===== src/rtl/reg_file_pkg.sv =====
// Shared types for the parametrised register file.
// Dump FSM encodings and register-count derivation.
package reg_file_pkg;

  typedef enum logic {
    RF_IDLE = 1'b0,
    RF_SCAN = 1'b1
  } rf_state_e;

  function automatic int nregs(int aw);
    return 1 << aw;
  endfunction

endpackage


===== src/rtl/reg_file_if.sv =====
// Register file bus: write, two reads, pending scoreboard and the
// serial dump handshake.
interface reg_file_if #(
  parameter int DATA_W = 8,
  parameter int ADDR_W = 3
);
  logic              wr_en;
  logic [ADDR_W-1:0] wr_addr;
  logic [DATA_W-1:0] wr_data;
  logic [ADDR_W-1:0] rd_addr1;
  logic [ADDR_W-1:0] rd_addr2;
  logic [DATA_W-1:0] rd_data1;
  logic [DATA_W-1:0] rd_data2;
  logic              rd_busy1;
  logic              rd_busy2;
  logic              pend_set;
  logic [ADDR_W-1:0] pend_addr;
  logic              dump_start;
  logic              dump_busy;
  logic              dump_valid;
  logic              dump_ready;
  logic [ADDR_W-1:0] dump_addr;
  logic [DATA_W-1:0] dump_data;

  modport master (
    output wr_en, wr_addr, wr_data,
    output rd_addr1, rd_addr2,
    output pend_set, pend_addr,
    output dump_start, dump_ready,
    input  rd_data1, rd_data2,
    input  rd_busy1, rd_busy2,
    input  dump_busy, dump_valid,
    input  dump_addr, dump_data
  );

  modport slave (
    input  wr_en, wr_addr, wr_data,
    input  rd_addr1, rd_addr2,
    input  pend_set, pend_addr,
    input  dump_start, dump_ready,
    output rd_data1, rd_data2,
    output rd_busy1, rd_busy2,
    output dump_busy, dump_valid,
    output dump_addr, dump_data
  );
endinterface


===== src/rtl/reg_file_dump_ctrl.sv =====
// Serial dump engine: walks every register once, one beat per
// valid/ready handshake, from a registered snapshot.
module reg_file_dump_ctrl
  import reg_file_pkg::*;
#(
  parameter int DATA_W = 8,
  parameter int ADDR_W = 3,
  parameter int NREGS  = 8
) (
  input  logic              clk,
  input  logic              rst,
  input  logic              i_start,
  input  logic              i_ready,
  input  logic [DATA_W-1:0] i_nxt [NREGS],
  output logic              o_valid,
  output logic              o_busy,
  output logic [ADDR_W-1:0] o_addr,
  output logic [DATA_W-1:0] o_data
);

  rf_state_e         r_state;
  rf_state_e         w_state_nxt;
  logic [ADDR_W-1:0] r_idx;
  logic [DATA_W-1:0] r_data;
  logic [ADDR_W-1:0] w_idx_inc;
  logic              w_last;
  logic              w_fire;
  logic              w_go;

  assign w_idx_inc = r_idx + 1'b1;
  assign w_last    = (r_idx == ADDR_W'(NREGS - 1));
  assign w_fire    = (r_state == RF_SCAN) && i_ready;
  assign w_go      = (r_state == RF_IDLE) && i_start;

  always_ff @(posedge clk) begin
    if (rst) r_state <= RF_IDLE;
    else     r_state <= w_state_nxt;
  end

  always_comb begin
    w_state_nxt = r_state;
    unique case (r_state)
      RF_IDLE: if (i_start) w_state_nxt = RF_SCAN;
      RF_SCAN: if (w_fire && w_last) w_state_nxt = RF_IDLE;
      default: w_state_nxt = RF_IDLE;
    endcase
  end

  // i_nxt already reflects a write landing on this same edge
  always_ff @(posedge clk) begin
    if (rst) begin
      r_idx  <= '0;
      r_data <= '0;
    end else if (w_go) begin
      r_idx  <= '0;
      r_data <= i_nxt[0];
    end else if (w_fire && !w_last) begin
      r_idx  <= w_idx_inc;
      r_data <= i_nxt[w_idx_inc];
    end
  end

  always_comb begin
    o_valid = (r_state == RF_SCAN);
    o_busy  = (r_state == RF_SCAN);
    o_addr  = r_idx;
    o_data  = r_data;
  end

endmodule


===== src/rtl/reg_file_param.sv =====
// Parametrised 1W/2R register file with bypass, optional zero
// register, pending scoreboard and serial debug dump.
module reg_file_param
  import reg_file_pkg::*;
#(
  parameter int DATA_W   = 8,
  parameter int ADDR_W   = 3,
  parameter int ZERO_REG = 0,
  parameter int BYPASS   = 1
) (
  input  logic   clk,
  input  logic   rst,
  reg_file_if.slave bus
);

  localparam int NREGS = nregs(ADDR_W);

  logic [DATA_W-1:0] r_regs [NREGS];
  logic [DATA_W-1:0] w_nxt  [NREGS];
  logic [NREGS-1:0]  r_pend;
  logic              w_wr;
  logic              w_pset;

  // R0 swallows writes and pend marks when hardwired
  assign w_wr   = bus.wr_en &&
                  !((ZERO_REG != 0) && (bus.wr_addr == '0));
  assign w_pset = bus.pend_set &&
                  !((ZERO_REG != 0) && (bus.pend_addr == '0));

  always_comb begin
    for (int i = 0; i < NREGS; i++) begin
      w_nxt[i] = r_regs[i];
      if (w_wr && (bus.wr_addr == ADDR_W'(i)))
        w_nxt[i] = bus.wr_data;
    end
  end

  always_ff @(posedge clk) begin
    if (rst) begin
      for (int i = 0; i < NREGS; i++) r_regs[i] <= '0;
      r_pend <= '0;
    end else begin
      for (int i = 0; i < NREGS; i++) begin
        r_regs[i] <= w_nxt[i];
        if (w_pset && (bus.pend_addr == ADDR_W'(i)))
          r_pend[i] <= 1'b1;
        else if (w_wr && (bus.wr_addr == ADDR_W'(i)))
          r_pend[i] <= 1'b0;
      end
    end
  end

  function automatic logic [DATA_W:0] rd_port(
    input logic [ADDR_W-1:0] a
  );
    logic [DATA_W:0] r;
    r = {r_pend[a], r_regs[a]};
    if ((ZERO_REG != 0) && (a == '0))
      r = '0;
    else if ((BYPASS != 0) && w_wr && (bus.wr_addr == a))
      r = {1'b0, bus.wr_data};
    return r;
  endfunction

  always_comb begin
    {bus.rd_busy1, bus.rd_data1} = rd_port(bus.rd_addr1);
    {bus.rd_busy2, bus.rd_data2} = rd_port(bus.rd_addr2);
  end

  reg_file_dump_ctrl #(
    .DATA_W (DATA_W),
    .ADDR_W (ADDR_W),
    .NREGS  (NREGS)
  ) u_dump (
    .clk     (clk),
    .rst     (rst),
    .i_start (bus.dump_start),
    .i_ready (bus.dump_ready),
    .i_nxt   (w_nxt),
    .o_valid (bus.dump_valid),
    .o_busy  (bus.dump_busy),
    .o_addr  (bus.dump_addr),
    .o_data  (bus.dump_data)
  );

endmodule


===== src/flat_wrapper.sv =====
// flat-port wrapper written by rule: the top's interface ports become plain ports
module reg_file_param_flat import reg_file_pkg::*;
#(
  parameter int DATA_W   = 8,
  parameter int ADDR_W   = 3,
  parameter int ZERO_REG = 0,
  parameter int BYPASS   = 1
)
  (clk, rst, bus_wr_en, bus_wr_addr, bus_wr_data, bus_rd_addr1, bus_rd_addr2, bus_pend_set, bus_pend_addr, bus_dump_start, bus_dump_ready, bus_rd_data1, bus_rd_data2, bus_rd_busy1, bus_rd_busy2, bus_dump_busy, bus_dump_valid, bus_dump_addr, bus_dump_data);
  reg_file_if #(.DATA_W(DATA_W), .ADDR_W(ADDR_W)) bus_i ();
  input  logic clk;
  input  logic rst;
  input wire logic [$bits(bus_i.wr_en)-1:0] bus_wr_en;
  input wire logic [$bits(bus_i.wr_addr)-1:0] bus_wr_addr;
  input wire logic [$bits(bus_i.wr_data)-1:0] bus_wr_data;
  input wire logic [$bits(bus_i.rd_addr1)-1:0] bus_rd_addr1;
  input wire logic [$bits(bus_i.rd_addr2)-1:0] bus_rd_addr2;
  input wire logic [$bits(bus_i.pend_set)-1:0] bus_pend_set;
  input wire logic [$bits(bus_i.pend_addr)-1:0] bus_pend_addr;
  input wire logic [$bits(bus_i.dump_start)-1:0] bus_dump_start;
  input wire logic [$bits(bus_i.dump_ready)-1:0] bus_dump_ready;
  output wire logic [$bits(bus_i.rd_data1)-1:0] bus_rd_data1;
  output wire logic [$bits(bus_i.rd_data2)-1:0] bus_rd_data2;
  output wire logic [$bits(bus_i.rd_busy1)-1:0] bus_rd_busy1;
  output wire logic [$bits(bus_i.rd_busy2)-1:0] bus_rd_busy2;
  output wire logic [$bits(bus_i.dump_busy)-1:0] bus_dump_busy;
  output wire logic [$bits(bus_i.dump_valid)-1:0] bus_dump_valid;
  output wire logic [$bits(bus_i.dump_addr)-1:0] bus_dump_addr;
  output wire logic [$bits(bus_i.dump_data)-1:0] bus_dump_data;
  assign bus_i.wr_en = bus_wr_en;
  assign bus_i.wr_addr = bus_wr_addr;
  assign bus_i.wr_data = bus_wr_data;
  assign bus_i.rd_addr1 = bus_rd_addr1;
  assign bus_i.rd_addr2 = bus_rd_addr2;
  assign bus_i.pend_set = bus_pend_set;
  assign bus_i.pend_addr = bus_pend_addr;
  assign bus_i.dump_start = bus_dump_start;
  assign bus_i.dump_ready = bus_dump_ready;
  assign bus_rd_data1 = bus_i.rd_data1;
  assign bus_rd_data2 = bus_i.rd_data2;
  assign bus_rd_busy1 = bus_i.rd_busy1;
  assign bus_rd_busy2 = bus_i.rd_busy2;
  assign bus_dump_busy = bus_i.dump_busy;
  assign bus_dump_valid = bus_i.dump_valid;
  assign bus_dump_addr = bus_i.dump_addr;
  assign bus_dump_data = bus_i.dump_data;
  reg_file_param #(.DATA_W(DATA_W), .ADDR_W(ADDR_W), .ZERO_REG(ZERO_REG), .BYPASS(BYPASS)) u_core (.clk(clk), .rst(rst), .bus(bus_i));
endmodule

===== config.mk =====
export PLATFORM = sky130hd
export DESIGN_NAME = reg_file_param_flat
export DESIGN_NICKNAME = d
export VERILOG_FILES = /design/src/rtl/reg_file_pkg.sv /design/src/rtl/reg_file_if.sv /design/src/rtl/reg_file_dump_ctrl.sv /design/src/rtl/reg_file_param.sv /design/src/flat_wrapper.sv
export SDC_FILE = /design/constraint.sdc
export NUM_CORES = 1
export LEC_CHECK = 0
export CORE_MARGIN = 5
export CORE_UTILIZATION = 45
export DETAILED_ROUTE_END_ITERATION = 12
export GPL_ROUTABILITY_DRIVEN = 0
export PLACE_DENSITY = 0.7
export SYNTH_ARGS = -nofsm -noshare
export SYNTH_HDL_FRONTEND = slang
export SYNTH_SLANG_ARGS = --single-unit

===== constraint.sdc =====
create_clock -name clk -period 3.6 [get_ports clk]
set_input_delay 1.08 -clock clk [delete_from_list [all_inputs] [get_ports clk]]
set_output_delay 1.08 -clock clk [all_outputs]
set_load 0.01 [all_outputs]

==> metrics.txt, run 1 <==
post-synthesis xor/xnor area fraction 0.0122; antenna cell count 0; final hold vios 0; Hold-fix buffers, CTS 0; die footprint 13,300 sq um; Synth top area share 0.336; Pins Over Slew Limit 0; core area 10,900 sq um; Tot GR Track Use 0.243; critical path data arrival time 2.52 ns; ys async rst share 0; H-tree levels 3; crit end category output port; Tmin final between 3 and 4 ns; Die Wd 116 microns; port buffer count 56; Top Ports 57; top post-synthesis cells by area dfxtp_1 (34%), mux4_2 (20%), mux2i_1 (17%), nor2_1 (6.9%), a21oi_1 (2.5%); Post-synth EDFFs 0; Routed WL approximately 16 mm; Reg2Reg Setup Slack 1.21 ns; Routed Antenna Nets 0; first-pass GRT wire length 24.5 mm; clock buffer count from CTS 9; # setup viols final 0; largest net degree at the start of global routing 59; top cell type by total area after synthesis dfxtp_1; Starting DRT DRC Count 340; Max IR drop VDD 0.000212 V; Synth Flop Type dfxtp_1; CP startpoint kind primary input; Pre-antenna DRT Iters 5; Crit Path Max Fanout 4; syn_nets between 500 and 600; DR WL/cell 22.6 microns; Netlist Area Pre-Place approximately 5000 sq um; sequential area share after synthesis 0.336; Synth warnings 0; total gr overflow 0; vias in the first global route 4,435; clock-pin slew on the worst setup and hold paths 0.09 ns; Post-Synth Simple-Gate Area 0.149; Layout area overhead 28.4%; critical path class in2out; #FFs+latches synth 84; maximum clock frequency roughly 0.28 GHz; largest family of logic cells by synthesized area multiplexers; Slew HR 0.587; CTS tree done; Die Ht 116 microns; Power Total 2.28 mW; Detailed Place HPWL roughly 10 mm; clk_skew ~0.005 ns; Starting Density 0.460; fillers slightly above 900; Tcrit/Tclk final 0.999; Hold Path Class reg2reg; DR DRC count 0; Finished Cell Area 6430 sq um; RSZ-0062 raised after global routing yes; clock buffer depth 2; mux contribution to synthesized area 0.374; placed cell count a little under 700; clock sink total 84; max_cap viols 0; synthesized instance count 479; final cell count without fillers 709; drt via density around 6; Synth Area in Compound Gates 0.0697; layout cells sized above 1 0.271; Syn Area/Cell 10.5 sq um; via count 4,343; CP Data Required Time 2.52 ns; Adder-Cell Fraction of Synth Area 0.00500; NumNets Final roughly 590; status complete, no violations; Clk Latency, worst-skew pair 0.36 ns; Cell variety after synth 42; Worst Tran Pin Value 0.619 ns; row count 38; root buffer cell clkbuf_8; initial antenna violation count 0; dpl cell area roughly 5900 sq um; Power Dens Cells 354 nW/um^2; Leak Pwr 2.66 nW
## layout make-up
cell class / count / area, sq um / share of cell area
clock inverter: 4 / 120 / 0.0187
inverter: 3 / 11.3 / 0.00175
timing repair buffer: 123 / 1210 / 0.188
sequential: 84 / 1680 / 0.261
multi-input combinational: 344 / 3080 / 0.479
tap: 140 / 175 / 0.0272
clock buffer: 11 / 151 / 0.0235
## worst paths after layout
path	startpoint	endpoint	depth (start not counted)
setup / recovery	bus_rd_addr1[0]	bus_rd_data1[5]	6
hold / removal	u_core.r_pend[7]	u_core.r_pend[7]	2
setup reg to reg	u_core.u_dump.o_addr[1]	u_core.u_dump.o_data[7]	7
hold reg to reg	u_core.r_pend[7]	u_core.r_pend[7]	2
## Yosys cell counts (2+ instances only)
cell type,instances
nor2b_1,4
clkbuf_1,24
ha_1,2
buf_4,6
buf_2,11
xnor2_1,7
nand4b_1,2
o211ai_1,6
and4bb_2,2
nor3_1,4
o2bb2ai_1,3
nand2_1,14
mux4_2,44
o21ai_0,3
o22ai_1,6
nand2b_1,6
a31oi_1,2
inv_1,3
buf_6,6
dfxtp_1,84
mux2i_1,87
nand3_1,5
a32oi_1,3
nand4_1,5
or4b_1,2
a21oi_1,25
nand4b_4,2
nor2_1,92
nand3b_1,2
a2bb2oi_1,5
## flip-flops by register name, summed over array words and instances, names as in the netlist
name                  count
u_core.r_pend             8
u_core.r_regs            64
u_core.u_dump.o_addr      3
u_core.u_dump.o_busy      1
u_core.u_dump.o_data      8
## metal layers
metal,vias up,GRT usage,part of all wire,wire (microns)
li1,1946,-,-,-
met1,2134,0.321,0.40,6470
met2,219,0.396,0.48,7670
met3,44,0.0413,0.079,1260
met4,0,0.105,0.038,606
met5,-,0,0,0
## power breakdown
part / total [mW] / internal (mW) / switching, mW
Combinational: 0.394 / 0.197 / 0.197
Clock: 0.914 / 0.566 / 0.348
Sequential: 0.968 / 0.950 / 0.0179
## stage by stage
stage / worst slack, ns / hold WS [ns] / setup TNS [ns] / util
after floorplan: 0.0808 / 0.443 / 0 / -
after global placement: -0.535 / 0.455 / -9.11 / 0.539
after detailed placement: -0.579 / 0.469 / -9.39 / 0.539
after CTS: 0.0355 / 0.481 / 0 / 0.588
after global routing: -0.0148 / 0.508 / -0.0231 / 0.591
final: 0.00449 / 0.477 / 0 / 0.591
## cells by family after synthesis
kind of cell,Yosys count
AND/OR/NAND/NOR,148
XOR/XNOR,7
AO/OA/AOI/OAI,55
buffers and inverters,51
multiplexers,132
flip-flops,84
adder cells (fa/ha/maj),2
## layout by cell type (no fill, tap or decap), types with 3 or more instances in the layout
cell	Yosys	final
bufinv_16	0	4
nor3_1	4	4
a32oi_1	3	3
buf_12	0	5
mux2i_1	87	87
buf_16	0	3
xnor2_1	7	5
clkbuf_8	0	11
dfxtp_1	84	84
o21ai_0	3	3
mux4_2	44	44
o211ai_1	6	6
clkdlybuf4s50_1	0	27
o22ai_1	6	6
clkbuf_2	0	5
nor2b_1	4	4
a2bb2oi_1	5	5
dlygate4sd2_1	0	13
nand2b_1	6	6
buf_2	11	4
o2bb2ai_1	3	3
clkdlybuf4s15_1	0	3
a21oi_1	25	23
inv_1	3	3
nor2_1	92	89
nand3_1	5	5
buf_4	6	53
nor2_2	0	3
nand2_1	14	14
nand4_1	5	5
buf_6	6	5
## critical path, cell delays in order
cell and delay (ns):
buf_6 0.12, bufbuf_16 0.27, mux4_2 0.48, mux2i_1 0.22, a21oi_2 0.11, clkdlybuf4s15_2 0.23
## timing repair
item	in CTS	in global routing
setup buffers	15	0
pin swaps	2	2
gates cloned	5	1
endpoints found under the setup margin	18	16
resized for setup	62	19
Power figures use the tool's default switching activity.
==> run 2, diff against run 1 <==
--- a/config.mk
+++ b/config.mk
@@ -5,11 +5,10 @@
 export SDC_FILE = /design/constraint.sdc
 export NUM_CORES = 1
 export LEC_CHECK = 0
-export CORE_MARGIN = 5
 export CORE_UTILIZATION = 45
 export DETAILED_ROUTE_END_ITERATION = 12
 export GPL_ROUTABILITY_DRIVEN = 0
-export PLACE_DENSITY = 0.7
+export PLACE_DENSITY = 0.68
 export SYNTH_ARGS = -nofsm -noshare
 export SYNTH_HDL_FRONTEND = slang
 export SYNTH_SLANG_ARGS = --single-unit
==> run 2 against run 1 <==
Against the previous run: critical path depth stayed put; flip-flop and latch count stayed put; combinational power is 5% lower; global-route usage is 3.8 points higher; die area is 13% lower; hold slack better by 0.0027 ns; critical path type unchanged.
==> metrics.txt, run 2 (synthesized netlist as in run 1, its figures left out) <==
Pre-antenna DRT Iters 6 (+1); clock buffer depth 2 (unchanged); clock-pin slew on the worst setup and hold paths 0.09 ns (about the same); Starting DRT DRC Count 302 (-11%); Worst Hold End u_core.r_pend[7]; Most flops, register u_core.r_regs; clk_skew 0.0127 ns (+0.00775 ns); Slew HR 0.465 (-0.122); critical path class in2out; initial antenna violation count 0 (unchanged); worst path cell trace buf_2, bufbuf_16, mux4_2, mux2i_1, a21oi_1, dlygate4sd2_1; dpl cell area 5860 sq um (-0.17%); clock sink total 84 (unchanged); Crit Path Max Fanout 6 (+2); pre-CTS setup slack -0.544 ns (+0.0345 ns); row count 38 (unchanged); # setup viols final 0 (unchanged); Detailed Place HPWL 10.5 mm (+2.4%); Tot GR Track Use 0.281 (+0.0375); largest net degree at the start of global routing 80 (+36%); core area 10,800 sq um (-0.44%); NumNets Final 601 (+1.3%); root buffer cell clkbuf_8; Starting Density 0.462 (+0.00202); Layout area overhead 26.0%; Hold Path Class reg2reg; most frequent cells in the layout nor2_1 (92), mux2i_1 (87), dfxtp_1 (84); Tmin final 3.59 ns (-0.00712 ns); Routed Antenna Nets 0 (unchanged); final hold vios 0 (unchanged); clock buffer count from CTS 9 (unchanged); Top Ports 57 (unchanged); CP Data Required Time 2.52 ns (about the same); via count 4,362 (+0.44%); total gr overflow 0 (unchanged); first-pass GRT wire length 24.1 mm (-1.8%); Slowest-stage cell, CP mux4_2; die footprint 11,600 sq um (-13%); drt via density 6.08 (-0.82%); Pins Over Slew Limit 0 (unchanged); global route hottest layer met2; placed cell count 675 (+0.30%); Die Ht 108 microns (-6.9%); layout cells sized above 1 0.279 (+0.00790); slowest stage delay, CP 0.49 ns (about the same); Die Wd 108 microns (-6.9%); Critical Path Source bus_rd_addr1[1]; RSZ-0062 raised after global routing yes; M2 GR Usage 0.473 (+0.0772); met3 Use GR 0.0478 (+0.00657); Finished Cell Area 6310 sq um (-1.9%); min setup slack post-route 0.0116 ns (+0.00712 ns); Max IR drop VDD 0.000229 V (+8.0%); crit end category output port; vias in the first global route 4,338 (-2.2%); commonest non-fill, non-tap cell in the layout nor2_1; Reg2Reg Setup Slack 1.32 ns (+0.11 ns); antenna cell count 0 (unchanged); Hold-fix buffers, CTS 0 (unchanged); final cell count without fillers 718 (+1.3%); CTS tree done; worst r2r dst u_core.u_dump.o_data[7]; CP startpoint kind primary input; H-tree levels 3 (unchanged); Routed WL 15.3 mm (-4.1%); min-delay src u_core.r_pend[7]; DR WL/cell 21.4 microns (-5.3%); Clk Latency, worst-skew pair 0.37 ns (about the same); Worst Tran Pin Value 0.803 ns (+0.184 ns); maximum clock frequency 0.279 GHz (+0.20%); max_cap viols 0 (unchanged); M1 GR Usage 0.352 (+0.0311); max reg flops 64 (unchanged); DR DRC count 0 (unchanged); Tcrit/Tclk final 0.997 (-0.00198); WHS Path Cells 2 (unchanged); Power Dens Cells 337 nW/um^2 (-4.9%); critical path data arrival time 2.51 ns (about the same); status complete, no violations; port buffer count 56 (unchanged); Leak Pwr 2.61 nW (-1.8%); RR Startpoint u_core.u_dump.o_addr[1]; reg2reg path depth 6 (-1)
==> run 2: stage by stage <==
stage                     hold WS [ns]  TNS, ns  power [mW]   util
after floorplan                  0.443        0        1.19      -
after global placement           0.456    -9.42        1.33  0.541
after CTS                        0.480        0        2.12  0.583
final                            0.480        0        2.12  0.582
after detailed placement         0.468    -9.38        1.34  0.541
after global routing             0.497  -0.0346        2.20  0.582
==> run 2: power breakdown <==
| group | internal [mW] | switching [mW] | leakage [nW] |
|---|---|---|---|
| sequential | 0.951 | 0.0192 | 0.680 |
| combinational | 0.187 | 0.188 | 1.82 |
| clock | 0.430 | 0.349 | 0.112 |
==> run 2: area by class of cell <==
| type | instances | area, sq um |
|---|---|---|
| Inverter | 3 | 11.3 |
| Timing Repair Buffer | 131 | 1140 |
| Clock inverter | 5 | 83.8 |
| Fill cell | 934 | 4530 |
| Clock buffer | 11 | 151 |
| Tap cell | 140 | 175 |
| Multi-Input combinational cell | 344 | 3060 |
| Sequential cell | 84 | 1680 |
==> run 2: timing repair <==
item,4_1_cts,5_1_grt
gates resized for setup,66,20
endpoints found under the setup margin,18,14
buffers inserted,22,2
pin swaps,2,2
gates cloned,3,0
==> run 2: metal layers <==
| metal | part of all wire | vias to the layer above |
|---|---|---|
| li1 | - | 1957 |
| met1 | 0.40 | 2157 |
| met2 | 0.49 | 197 |
| met3 | 0.066 | 51 |
| met4 | 0.042 | 0 |
| met5 | 0 | - |
==> run 2: how the worst max path moves through the flow <==
| stage | end | slack [ns] |
|---|---|---|
| finish | bus_rd_data1[2] | 0.01 |
| global route | bus_rd_data1[2] | -0.03 |
| CTS | bus_rd_busy2 | 0.004 |
| detailed placement | bus_rd_data1[2] | -0.54 |
| global placement | bus_rd_data2[4] | -0.54 |
| floorplan | bus_rd_data1[0] | 0.08 |
==> run 2: worst max-delay path, delay by kind of cell <==
kind,cells,cell delay [ns]
compound gates,1,0.08
mux,2,0.65
buf+inv,3,0.70
==> run 3, diff against run 2 <==
--- a/config.mk
+++ b/config.mk
@@ -5,10 +5,11 @@
 export SDC_FILE = /design/constraint.sdc
 export NUM_CORES = 1
 export LEC_CHECK = 0
-export CORE_UTILIZATION = 45
+export CORE_ASPECT_RATIO = 0.8
+export CORE_UTILIZATION = 50
 export DETAILED_ROUTE_END_ITERATION = 12
 export GPL_ROUTABILITY_DRIVEN = 0
-export PLACE_DENSITY = 0.68
+export PLACE_DENSITY = 0.74
 export SYNTH_ARGS = -nofsm -noshare
 export SYNTH_HDL_FRONTEND = slang
 export SYNTH_SLANG_ARGS = --single-unit
==> run 3 against run 2 <==
Against the previous run: critical path depth increased by 1; cell area grew 1.0%; hold slack improved by 0.012 ns; via count decreased by 0.14%; die area decreased by 9.8%; flip-flop and latch count is the same; clock skew fell by 0.0070 ns; utilization up 7.6 points; maximum frequency increased by 0.55%; count of clock-buffer cells in the layout unchanged; global-route usage up 2.8 points; non-clock buffer count fell by 13; critical endpoint is now bus_rd_data2[4].
==> metrics.txt, run 3 (synthesized netlist as in run 1, its figures left out) <==
status complete, no violations; Most Frequent Cell on Critical Path buf_4; clock buffer count from CTS 9 (unchanged); RSZ-0062 raised after global routing yes; clk_skew 0.00564 ns (-0.00704 ns); Max IR drop VDD 0.000269 V (+18%); DR WL/cell 21.7 microns (+1.7%); Top Ports 57 (unchanged); final cell count without fillers 701 (-2.4%); CP Data Required Time 2.52 ns (about the same); Most flops, register u_core.r_regs; DR DRC count 0 (unchanged); Worst Hold Slack 0.492 ns (+0.0121 ns); CP startpoint kind primary input; clock sink total 84 (unchanged); Hold-fix buffers, CTS 0 (unchanged); first-pass GRT wire length 23.7 mm (-1.4%); max_cap viols 0 (unchanged); Finished Cell Area 6370 sq um (+1.0%); # setup viols final 0 (unchanged); commonest non-fill, non-tap cell in the layout nor2_1; crit end category output port; maximum clock frequency 0.280 GHz (+0.55%); Crit path buffers/inverters 4 (+1); Die Ht 91.5 microns (-15%); core area 9690 sq um (-11%); Starting DRT DRC Count 325 (+7.6%); Die Wd 114 microns (+6.0%); Routed WL 15.2 mm (-0.68%); drt via density 6.21 (+2.3%); Slew HR 0.631 (+0.166); dpl cell area 5880 sq um (+0.34%); Tcrit/Tclk final 0.991 (-0.00549); Pre-antenna DRT Iters 5 (-1); clock buffer depth 2 (unchanged); Detailed Place HPWL 10.2 mm (-3.1%); most frequent cells in the layout nor2_1 (90), mux2i_1 (87), dfxtp_1 (84); row count 32 (-16%); Crit Path Max Fanout 7 (+1); crit-path leading delay family multiplexers; Worst Tran Pin Value 0.546 ns (-0.257 ns); total gr overflow 0 (unchanged); Tmin final 3.57 ns (-0.0198 ns); critical path data arrival time 2.49 ns (-0.02 ns); Clk Latency, worst-skew pair 0.33 ns (-0.04 ns); vias in the first global route 4,322 (-0.37%); worst path cell trace buf_4, buf_16, buf_4, mux4_2, mux2i_1, a21oi_2, clkdlybuf4s15_2; initial antenna violation count 0 (unchanged); Tot GR Track Use 0.309 (+0.0277); die footprint 10,400 sq um (-9.8%); placed cell count 671 (-0.59%); Layout area overhead 27.3%; H-tree levels 3 (unchanged); layout cells sized above 1 0.260 (-0.0184); Power Dens Cells 366 nW/um^2 (+8.8%); Routed Antenna Nets 0 (unchanged); Pins Over Slew Limit 0 (unchanged); antenna cell count 0 (unchanged); NumNets Final 588 (-2.2%); clock-pin slew on the worst setup and hold paths 0.06 ns (-0.03 ns); critical path class in2out; final hold vios 0 (unchanged); slowest stage delay, CP 0.50 ns (about the same); Post-Route Utilization 0.658 (+0.0759); Power Total 2.33 mW (+9.9%); largest net degree at the start of global routing 49 (-39%); max reg flops 64 (unchanged); Hold Path Class reg2reg; port buffer count 56 (unchanged); Slowest-stage cell, CP mux4_2; CTS tree done; via count 4,356 (-0.14%); Leak Pwr 2.64 nW (+0.99%); root buffer cell clkbuf_16; Starting Density 0.517 (+0.0549)
==> run 3: what timing repair did <==
item / CTS / global route
setup buffers: 12 / 0
resized for setup: 69 / 9
cloned: 3 / 0
pin swaps: 2 / 3
endpoints found under the setup margin: 18 / 11
==> run 3: path summary, 6_finish.rpt <==
kind	from	endpoint	slack, ns	cells after the start
worst min-delay path	u_core.r_pend[7]	u_core.r_pend[7]	0.49	2
worst max register to register	u_core.u_dump.o_addr[1]	u_core.u_dump.o_data[4]	1.28	7
worst max-delay path	bus_rd_addr2[1]	bus_rd_data2[4]	0.03	7
worst min register to register	u_core.r_pend[7]	u_core.r_pend[7]	0.49	2
==> run 3: layout make-up <==
| cell class | instances | area (sq um) |
|---|---|---|
| Inverter | 3 | 11.3 |
| Clock buffer | 11 | 243 |
| Timing Repair Buffer | 118 | 1110 |
| Clock inverter | 5 | 75.1 |
| Fill cell | 763 | 3320 |
| Tap cell | 136 | 170 |
| Sequential cell | 84 | 1680 |
| Multi-Input combinational cell | 344 | 3080 |
==> run 3: stage by stage <==
step,setup TNS [ns],setup WS (ns)
after floorplan,0,0.0808
after global placement,-10.40,-0.687
after detailed placement,-10.59,-0.702
after CTS,0,0.0154
after global routing,-0.0150,-0.0150
final,0,0.0314
==> run 3: metal layers <==
metal / global-route usage / wire length [microns] / vias up
met2: 0.481 / 6990 / 250
met3: 0.0921 / 1670 / 46
li1: - / - / 1928
met5: 0 / 0 / -
met4: 0.132 / 475 / 0
met1: 0.398 / 6110 / 2132
==> run 3: worst register-to-register path: stages (launching register included) <==
cell,delay [ns]
dfxtp_1,0.33
ha_1,0.19
ha_1,0.41
buf_4,0.35
nand2_1,0.20
or4b_1,0.50
a31oi_1,0.18
a211o_1,0.12
==> run 3: report_power, final <==
group,leakage (nW),switching (mW),internal [mW]
registers,0.680,0.0188,0.952
logic,1.80,0.190,0.186
clock network,0.159,0.364,0.623
